File: src/rtl/exception_entry.sv
// Exception-entry sequencer: arbitrates pending exceptions and drives the banked
// register file through SAVE (CPSR/SPSR), LR (r14) and VEC (PC) cycles.
module exception_entry #(
  parameter int          DATA_W = 32,
  parameter logic [31:0] VBASE  = 32'h0000_0000,
  parameter logic [31:0] HVBASE = 32'hFFFF_0000
) (
  input  logic              clk,
  input  logic              rst,
  input  logic              exc_reset,
  input  logic              exc_undef,
  input  logic              exc_svc,
  input  logic              exc_pabt,
  input  logic              exc_dabt,
  input  logic              irq,
  input  logic              fiq,
  input  logic              core_idle,
  input  logic [DATA_W-1:0] exc_pc,
  input  logic [DATA_W-1:0] cpsr_in,
  input  logic              hivecs,
  output logic [4:0]        m_out,
  output logic              write_reg,
  output logic [3:0]        w_addr,
  output logic [DATA_W-1:0] w_data,
  output logic              write_pc,
  output logic [DATA_W-1:0] pc_data,
  output logic              cpsr_we,
  output logic [DATA_W-1:0] cpsr_out,
  output logic              spsr_we,
  output logic [DATA_W-1:0] spsr_data,
  output logic [4:0]        spsr_mode,
  output logic              busy,
  output logic              done,
  output logic [6:0]        exc_ack
);

  localparam int B_RESET = 0;
  localparam int B_UNDEF = 1;
  localparam int B_SVC   = 2;
  localparam int B_PABT  = 3;
  localparam int B_DABT  = 4;
  localparam int B_IRQ   = 5;
  localparam int B_FIQ   = 6;

  localparam logic [4:0] MODE_SVC = 5'b10011;
  localparam logic [4:0] MODE_UND = 5'b11011;
  localparam logic [4:0] MODE_ABT = 5'b10111;
  localparam logic [4:0] MODE_IRQ = 5'b10010;
  localparam logic [4:0] MODE_FIQ = 5'b10001;

  typedef enum logic [1:0] {IDLE, SAVE, LR, VEC} state_t;

  state_t state;

  logic [6:0]        win_p0;
  logic [4:0]        mode_p0;
  logic [DATA_W-1:0] lr_p0;
  logic [DATA_W-1:0] vec_p0;

  function automatic logic [6:0] pick_winner(
    input logic r, input logic da, input logic fq, input logic iq,
    input logic pa, input logic un, input logic sv,
    input logic f_mask, input logic i_mask);
    logic [6:0] w;
    w = '0;
    if (r)                  w[B_RESET] = 1'b1;
    else if (da)            w[B_DABT]  = 1'b1;
    else if (fq && !f_mask) w[B_FIQ]   = 1'b1;
    else if (iq && !i_mask) w[B_IRQ]   = 1'b1;
    else if (pa)            w[B_PABT]  = 1'b1;
    else if (un)            w[B_UNDEF] = 1'b1;
    else if (sv)            w[B_SVC]   = 1'b1;
    return w;
  endfunction

  function automatic logic [4:0] target_mode(input logic [6:0] w);
    logic [4:0] m;
    m = MODE_SVC;
    if (w[B_UNDEF])                m = MODE_UND;
    else if (w[B_PABT] | w[B_DABT]) m = MODE_ABT;
    else if (w[B_IRQ])             m = MODE_IRQ;
    else if (w[B_FIQ])             m = MODE_FIQ;
    return m;
  endfunction

  function automatic logic [7:0] vec_offset(input logic [6:0] w);
    logic [7:0] o;
    o = 8'h00;
    if (w[B_UNDEF])     o = 8'h04;
    else if (w[B_SVC])  o = 8'h08;
    else if (w[B_PABT]) o = 8'h0C;
    else if (w[B_DABT]) o = 8'h10;
    else if (w[B_IRQ])  o = 8'h18;
    else if (w[B_FIQ])  o = 8'h1C;
    return o;
  endfunction

  // Data aborts return two instructions past the faulting one; the rest return one.
  function automatic logic [DATA_W-1:0] lr_value(input logic [6:0] w,
                                                 input logic [DATA_W-1:0] pc);
    logic [DATA_W-1:0] inc;
    inc = w[B_DABT] ? DATA_W'(8) : DATA_W'(4);
    return pc + inc;
  endfunction

  function automatic logic [DATA_W-1:0] new_cpsr(input logic [6:0] w,
                                                 input logic [DATA_W-1:0] c);
    logic [DATA_W-1:0] n;
    n      = c;
    n[4:0] = target_mode(w);
    n[5]   = 1'b0;
    n[7]   = 1'b1;
    if (w[B_RESET] | w[B_FIQ]) n[6] = 1'b1;
    return n;
  endfunction

  logic [6:0]        win_c;
  logic              any_elig;
  logic              take;
  logic [DATA_W-1:0] vbase_c;

  assign win_c    = pick_winner(exc_reset, exc_dabt, fiq, irq, exc_pabt, exc_undef,
                                exc_svc, cpsr_in[6], cpsr_in[7]);
  assign any_elig = exc_dabt | exc_pabt | exc_undef | exc_svc |
                    (fiq & ~cpsr_in[6]) | (irq & ~cpsr_in[7]);
  // exc_reset restarts the sequence from any state; other requests only start from IDLE.
  assign take     = exc_reset | ((state == IDLE) & core_idle & any_elig);
  assign vbase_c  = hivecs ? HVBASE : VBASE;

  assign m_out = (state == IDLE) ? cpsr_in[4:0] : mode_p0;

  always_ff @(posedge clk) begin
    if (rst) begin
      state     <= IDLE;
      busy      <= 1'b0;
      done      <= 1'b0;
      write_reg <= 1'b0;
      write_pc  <= 1'b0;
      cpsr_we   <= 1'b0;
      spsr_we   <= 1'b0;
      exc_ack   <= '0;
      w_addr    <= '0;
      w_data    <= '0;
      pc_data   <= '0;
      cpsr_out  <= '0;
      spsr_data <= '0;
      spsr_mode <= '0;
      win_p0    <= '0;
      mode_p0   <= '0;
      lr_p0     <= '0;
      vec_p0    <= '0;
    end else begin
      done      <= 1'b0;
      write_reg <= 1'b0;
      write_pc  <= 1'b0;
      cpsr_we   <= 1'b0;
      spsr_we   <= 1'b0;
      exc_ack   <= '0;
      if (take) begin
        // Sampling edge: latch the entry context and present the SAVE cycle.
        state     <= SAVE;
        busy      <= 1'b1;
        win_p0    <= win_c;
        mode_p0   <= target_mode(win_c);
        lr_p0     <= lr_value(win_c, exc_pc);
        vec_p0    <= vbase_c | {{(DATA_W-8){1'b0}}, vec_offset(win_c)};
        cpsr_we   <= 1'b1;
        cpsr_out  <= new_cpsr(win_c, cpsr_in);
        spsr_we   <= ~win_c[B_RESET];
        spsr_data <= cpsr_in;
        spsr_mode <= target_mode(win_c);
      end else begin
        case (state)
          SAVE: begin
            if (win_p0[B_RESET]) begin
              state    <= VEC;
              write_pc <= 1'b1;
              pc_data  <= vec_p0;
              done     <= 1'b1;
              exc_ack  <= win_p0;
            end else begin
              state     <= LR;
              write_reg <= 1'b1;
              w_addr    <= 4'd14;
              w_data    <= lr_p0;
            end
          end
          LR: begin
            state    <= VEC;
            write_pc <= 1'b1;
            pc_data  <= vec_p0;
            done     <= 1'b1;
            exc_ack  <= win_p0;
          end
          VEC: begin
            state <= IDLE;
            busy  <= 1'b0;
          end
          default: begin
            state <= IDLE;
            busy  <= 1'b0;
          end
        endcase
      end
    end
  end

endmodule

File: config.mk
export PLATFORM = sky130hd
export DESIGN_NAME = exception_entry
export DESIGN_NICKNAME = d
export VERILOG_FILES = /design/src/rtl/exception_entry.sv
export SDC_FILE = /design/constraint.sdc
export NUM_CORES = 1
export LEC_CHECK = 0
export CAP_MARGIN = 20
export CORE_UTILIZATION = 45
export CTS_BUF_LIST = sky130_fd_sc_hd__clkbuf_4 sky130_fd_sc_hd__clkbuf_8
export DETAILED_ROUTE_END_ITERATION = 10
export PLACE_DENSITY = 0.82
export SLEW_MARGIN = 20
export SYNTH_ARGS = -nofsm -noshare
export SYNTH_HDL_FRONTEND = slang
export SYNTH_SLANG_ARGS = --single-unit
File: constraint.sdc
create_clock -name clk -period 3.7 [get_ports clk]
set_clock_uncertainty 0.1 [all_clocks]
set_input_delay 0.37 -clock clk [delete_from_list [all_inputs] [get_ports clk]]
set_output_delay 0.37 -clock clk [all_outputs]
set_load 0.01 [all_outputs]
==> metrics.cfg, run 1 <==
[layout]
num_antenna_cells = 0
final_cells = 903
fin_nets = 823
syn_to_final_growth_pct = 40.2
largestRegisters = lr_p0 (32), spsr_data (32), w_data (32)
drive_gt1_share_pct = 7.01

[route]
vias = 4748
drt_iter0_markers = 286
wirelength_mm = 14.0
drc_errors = 0
via_per_inst = 5.26
final_antenna_net_count = 0
wl_per_cell_um = 15.5
first_pass_iters = 6

[clocking]
clk_pin_slew_worst_paths_ns = 0.07
cts_hold_buffers = 0
cts_made_buffers = 17
cts_max_level = 4
cts_tree = yes
post_cts_buffers = 0
cts_resized = 0
clkLatencyLatePin_ns = 0.42
clk_path_buf_depth = 2
cts-root-buf = clkbuf_8
clock-sinks = 131

[sta]
slew_headroom_pct = 30.6
rsz0062_at_grt = false
drv_slew = 0
layout_min_cycle_time_ns = 2.73
tightestPinTransition_ns = 1.04
hold_violations = 0
setup-violations-final = 0
timing.fmax_mhz = 367
post-route-period-util_pct = 73.7
final.setup.tns_ns = 0

[floorplanning]
core_area_sq_um = 12000
io_pins = 230
dieArea_sq_um = 12800
rows = 40
die_width_um = 113
start_util_pct = 46.1
die_y_um = 113

[power_and_ir_drop]
powerDensity_nw_per_um2 = 442
power.net_switching_uw = 833
combinationalPowerShare_pct = 14.9
leakage_nw = 2.95
power.share.sequential_pct = 44.6
vdd_ir_drop_max_v = 0.000236
switching_share_pct = 24.3
internal-power_mw = 2.60
pwr-share-clk_pct = 40.5

[synthesis]
syn_inst = 586
seq_area_frac_synth_pct = 47.3
ys_warn_count = 0
avgSynthCellArea_sq_um = 9.46
synth.ff_latch_count = 131
synth_cell_types = 43
netlist_area_sq_um = 5540

[worst_hold_path]
hp-class = register to register
holdCritStartpoint = lr_p0[4]

[critical_path]
cp-end-kind = register
critical-path-top-delay-family = simple AND/OR/NAND/NOR gates
cp-start-kind = primary input
crit_type = primary input to register
crit_slowest_cell = clkdlybuf4s50_1
r2r-start = state[0]
worstPathBufferInverterCount = 2
cp_cell_sequence = clkdlybuf4s50_1, or3_1, o41ai_4, nand2_4, nand2b_2, inv_4, a32o_1
cp_max_fo = 64
cp-startpoint = exc_dabt
cpPeakStageDelay_ns = 0.49
worstPathArrival_ns = 2.94
crit_required_ns = 3.91

[placement]
dp_hpwl_mm = 9.81
port_buffers = 214
dp_cells = 871
gp_congestion = 0.932

[global_routing]
grt_overflow = 0
grt_pass1_wl_mm = 21.8
grt_pass1_vias = 4427
track_usage_pct = 21.8
grt_max_degree = 65
antenna_found_initial = 0

[run]
drv_cap = 0

[outcome]
outcome = complete, no violations

cells in the final DEF (no fill, tap or decap), types with 4 or more instances in the layout:
| cell type | instances |
|---|---|
| clkdlybuf4s50_1 | 213 |
| dfxtp_1 | 131 |
| nand2_1 | 82 |
| a22o_1 | 64 |
| a21oi_1 | 41 |
| nor2_1 | 24 |
| xor2_1 | 21 |
| clkbuf_8 | 19 |
| nor3_1 | 15 |
| conb_1 | 15 |
| inv_1 | 11 |
| nand3_1 | 11 |
| and2_1 | 7 |
| nand4_1 | 7 |
| xnor2_1 | 7 |
| nand2b_1 | 6 |
| mux2_2 | 6 |
| nor4_1 | 5 |
| bufinv_16 | 5 |
| buf_4 | 5 |
| nor2b_1 | 4 |
| a211oi_1 | 4 |
| o2bb2ai_1 | 4 |
| o21ai_0 | 4 |
| mux2i_1 | 4 |
| and4_1 | 4 |
| nor3b_1 | 4 |
| ha_1 | 4 |
power by group through the flow:
stage	logic (mW)	clock network, mW	registers [mW]
5_1_grt	0.547	1.49	1.54
3_5_place_dp	0.510	0	1.56
4_1_cts	0.514	1.41	1.53
3_3_place_gp	0.499	0	1.56
6_report	0.511	1.39	1.53
2_1_floorplan	0.265	0	1.57
kinds of logic (layout without fill, tap and decap cells):
family                     Yosys count  count (layout)  share of synthesized area, %
and+or+nand+nor                    181             181                          15.6
DFF                                131             131                          47.3
AOI/OAI and AO/OA                  123             123                          16.6
buffers and inverters              107             263                          12.8
xor gates and xnor gates            28              28                          4.42
muxes                               10              10                          1.94
adders and majority gates            5               5                          1.26
other                                1              15                        0.0677
worst paths after layout:
| kind | depth (start not counted) | slack, ns | to |
|---|---|---|---|
| setup / recovery | 7 | 0.97 | lr_p0[2] |
| hold / removal | 2 | 0.35 | w_data[4] |
| setup reg to reg | 8 | 1.03 | lr_p0[2] |
| hold reg to reg | 2 | 0.35 | w_data[4] |
layer usage:
| metal | track usage, % | up-vias | part of all wire, % |
|---|---|---|---|
| met5 | 0 | - | 0 |
| met4 | 8.25 | 0 | 1.3 |
| met3 | 6.75 | 18 | 7.5 |
| met2 | 38.5 | 212 | 50 |
| met1 | 24.8 | 2258 | 41 |
| li1 | - | 2260 | - |
metrics by stage:
| step | hold WS [ns] | util [%] | cell area (sq um) | power (mW) | setup slack [ns] |
|---|---|---|---|---|---|
| final | 0.352 | 64.7 | 7770 | 3.43 | 0.972 |
| after global routing | 0.369 | 64.7 | 7770 | 3.58 | 0.822 |
| after CTS | 0.355 | 64.7 | 7770 | 3.46 | 0.864 |
| after detailed placement | 0.338 | 60.8 | 7300 | 2.07 | 0.533 |
| after global placement | 0.338 | 60.8 | 7300 | 2.06 | 0.594 |
| after floorplan | 0.324 | - | 5600 | 1.84 | 1.54 |
tightest hold or removal path, cell delays in order (launching register included):
cell and delay, ns:
dfxtp_1 0.31, nand2_1 0.05, a21oi_1 0.05
final cells by class:
type / count / area [sq um]
Multi-Input combinational cell: 362 / 2270
Inverter: 12 / 47.5
Clock inverter: 13 / 206
Sequential cell: 131 / 2620
Tap cell: 147 / 184
Timing Repair Buffer: 219 / 2170
Clock buffer: 19 / 262
Fill cell: 978 / 4240
Yosys cell counts, drive strengths merged:
| cell type | count | share of area (%) |
|---|---|---|
| a211oi | 4 | 0.54 |
| a21oi | 41 | 3.7 |
| a22o | 64 | 10 |
| a31oi | 2 | 0.23 |
| a32o | 1 | 0.18 |
| and2 | 8 | 0.90 |
| and3 | 2 | 0.23 |
| and4 | 4 | 0.63 |
| buf | 84 | 11 |
| clkbuf | 11 | 0.74 |
| conb | 1 | 0.068 |
| dfxtp | 131 | 47 |
| fa | 1 | 0.36 |
| ha | 4 | 0.90 |
| inv | 12 | 0.86 |
| mux2 | 6 | 1.2 |
| mux2i | 4 | 0.72 |
| nand2 | 83 | 5.8 |
| nand2b | 7 | 0.84 |
| nand3 | 11 | 0.99 |
| nand4 | 7 | 0.79 |
| nor2 | 25 | 1.8 |
| nor2b | 4 | 0.45 |
| nor3 | 16 | 1.5 |
| nor3b | 4 | 0.54 |
| nor4 | 5 | 0.56 |
| o211ai | 1 | 0.14 |
| o21ai | 4 | 0.36 |
| o2bb2ai | 4 | 0.63 |
| o41a | 1 | 0.20 |
| o41ai | 1 | 0.50 |
| or2 | 2 | 0.23 |
| or3 | 3 | 0.34 |
| xnor2 | 7 | 1.1 |
| xor2 | 21 | 3.3 |
No activity file was read; power rests on OpenSTA's default activity.
==> inputs of run 2 (changes only) <==
--- a/config.mk
+++ b/config.mk
@@ -6,10 +6,10 @@
 export NUM_CORES = 1
 export LEC_CHECK = 0
 export CAP_MARGIN = 20
-export CORE_UTILIZATION = 45
+export CORE_UTILIZATION = 40
 export CTS_BUF_LIST = sky130_fd_sc_hd__clkbuf_4 sky130_fd_sc_hd__clkbuf_8
 export DETAILED_ROUTE_END_ITERATION = 10
-export PLACE_DENSITY = 0.82
+export PLACE_DENSITY = 0.77
 export SLEW_MARGIN = 20
 export SYNTH_ARGS = -nofsm -noshare
 export SYNTH_HDL_FRONTEND = slang
==> constraint.sdc (replaced) <==
create_clock -name clk -period 2.5 [get_ports clk]
set_clock_uncertainty 0.1 [all_clocks]
set_input_delay 0.25 -clock clk [delete_from_list [all_inputs] [get_ports clk]]
set_output_delay 0.25 -clock clk [all_outputs]
set_load 0.01 [all_outputs]
==> run 2 against run 1 <==
Against the previous run: critical path depth down 2; power up 43%; register-to-register slack worse by 0.66 ns; combinational power up 56%; sequential power up 48%; largest power group unchanged.
==> metrics.cfg, run 2 (synthesis results as in run 1) <==
[clocking]
clk_pin_slew_worst_paths_ns = 0.08
clk_path_buf_depth = 2
clkLatencyLatePin_ns = 0.44
cts_max_level = 4
cts_made_buffers = 17
clock-sinks = 131
cts_resized = 0
cts-root-buf = clkbuf_8
cts_tree = yes
post_cts_buffers = 0

[critical_path]
cp_max_fo = 5
cp-start-kind = register
cp_cell_sequence = inv_1, ha_1, buf_4, mux2_2, clkdlybuf4s50_1
r2r-start = state[1]
cp-end-kind = output pin
worstPathBufferInverterCount = 3
r2r_setup_slack_ns = 0.37
r2r_end = lr_p0[2]
crit_required_ns = 2.15
cpPeakStageDelay_ns = 0.48
crit_type = register to output pin
critical-path-top-delay-family = buffers and inverters
crit_slowest_cell = clkdlybuf4s50_1
worstPathArrival_ns = 2.00
reg2reg_depth = 8

[layout]
multi_input_area_sq_um = 2270
fillers = 1079
drive_gt1_share_pct = 9.62
layout_commonest_cell = clkdlybuf4s50_1
regArea_sq_um = 2620
fin_nets = 847
largestRegisters = lr_p0 (32), spsr_data (32), w_data (32)
num_antenna_cells = 0
layout_common_cells = 213 x clkdlybuf4s50_1, 131 x dfxtp_1, 82 x nand2_1
final_cells = 956
syn_to_final_growth_pct = 44.0

[global_routing]
track_usage_pct = 20.8
grt_max_degree = 65
antenna_found_initial = 0
grt_overflow = 0
grt_pass1_wl_mm = 23.6
grt_pass1_vias = 4828

[placement]
gp_congestion = 0.895
dp_cells = 923
dp_hpwl_mm = 10.6
port_buffers = 214

[route]
wl_per_cell_um = 15.2
final_antenna_net_count = 0
first_pass_iters = 5
drt_iter0_markers = 241
wirelength_mm = 14.5
via_per_inst = 4.99
drc_errors = 0
vias = 4775

[power_and_ir_drop]
vdd_ir_drop_max_v = 0.000261
leakage_nw = 3.06
powerDensity_nw_per_um2 = 617

[floorplanning]
start_util_pct = 41.4
dieArea_sq_um = 14300
die_width_um = 120
die_y_um = 120
core_area_sq_um = 13400
io_pins = 230
rows = 42

[run]
drv_cap = 0

[outcome]
outcome = complete, no violations

[sta]
timing.fmax_mhz = 425
layout_min_cycle_time_ns = 2.35
hold_violations = 0
whs_ns = 0.307
slew_headroom_pct = 53.7
post-route-period-util_pct = 94.0
setup-violations-final = 0
tightestPinTransition_ns = 0.694
drv_slew = 0
rsz0062_at_grt = false

[worst_hold_path]
hp-class = primary input to register
hold_depth = 2
holdCritStartpoint = cpsr_in[17]
hold_end = spsr_data[17]

run 2: power breakdown:
part / internal, mW / switching [mW] / total [mW] / leakage (nW)
Clock: 0.994 / 0.861 / 1.85 / 0.207
Sequential: 2.20 / 0.0725 / 2.27 / 1.07
Combinational: 0.447 / 0.352 / 0.799 / 1.78
Total: 3.64 / 1.29 / 4.92 / 3.06
run 2: worst max path at each step:
stage | cells after the start | endpoint | slack (ns) | start
5_1_grt | 5 | m_out[0] | 0.07 | state[1]
2_1_floorplan | 8 | lr_p0[24] | 0.46 | exc_reset
4_1_cts | 5 | m_out[3] | 0.11 | state[1]
6_report | 5 | m_out[3] | 0.15 | state[1]
3_5_place_dp | 10 | lr_p0[22] | -0.17 | exc_dabt
3_3_place_gp | 10 | lr_p0[22] | -0.10 | exc_dabt
run 2: layout make-up:
type | instances | share of cell area, %
sequential | 131 | 32.8
multi-input combinational | 362 | 28.4
inverter | 12 | 0.596
timing repair buffer | 243 | 30.2
clock buffer | 17 | 2.93
clock inverter | 15 | 2.27
tap | 176 | 2.76
run 2: timing repair:
item                       4_1_cts  5_1_grt
setup endpoints to repair        0        0
hold buffers                     1        0
hold endpoints to repair         3        0
run 2: stage by stage:
stage	TNS, ns	worst slack (ns)	power, mW	utilization (%)	cell area (sq um)
after global placement	-0.637	-0.101	3.10	56.4	7560
after floorplan	0	0.462	2.72	-	5600
after global routing	0	0.0687	5.14	59.6	7980
final	0	0.149	4.92	59.6	7980
after detailed placement	-1.71	-0.165	3.11	56.4	7560
after CTS	0	0.112	4.98	59.6	7980
run 2: metal layers:
layer | up-vias | GRT usage [%] | part of all wire, %
met4 | 0 | 7.27 | 1.7
met3 | 20 | 5.89 | 6.3
li1 | 2313 | - | -
met2 | 191 | 36.8 | 51
met5 | - | 0 | 0
met1 | 2251 | 23.9 | 41
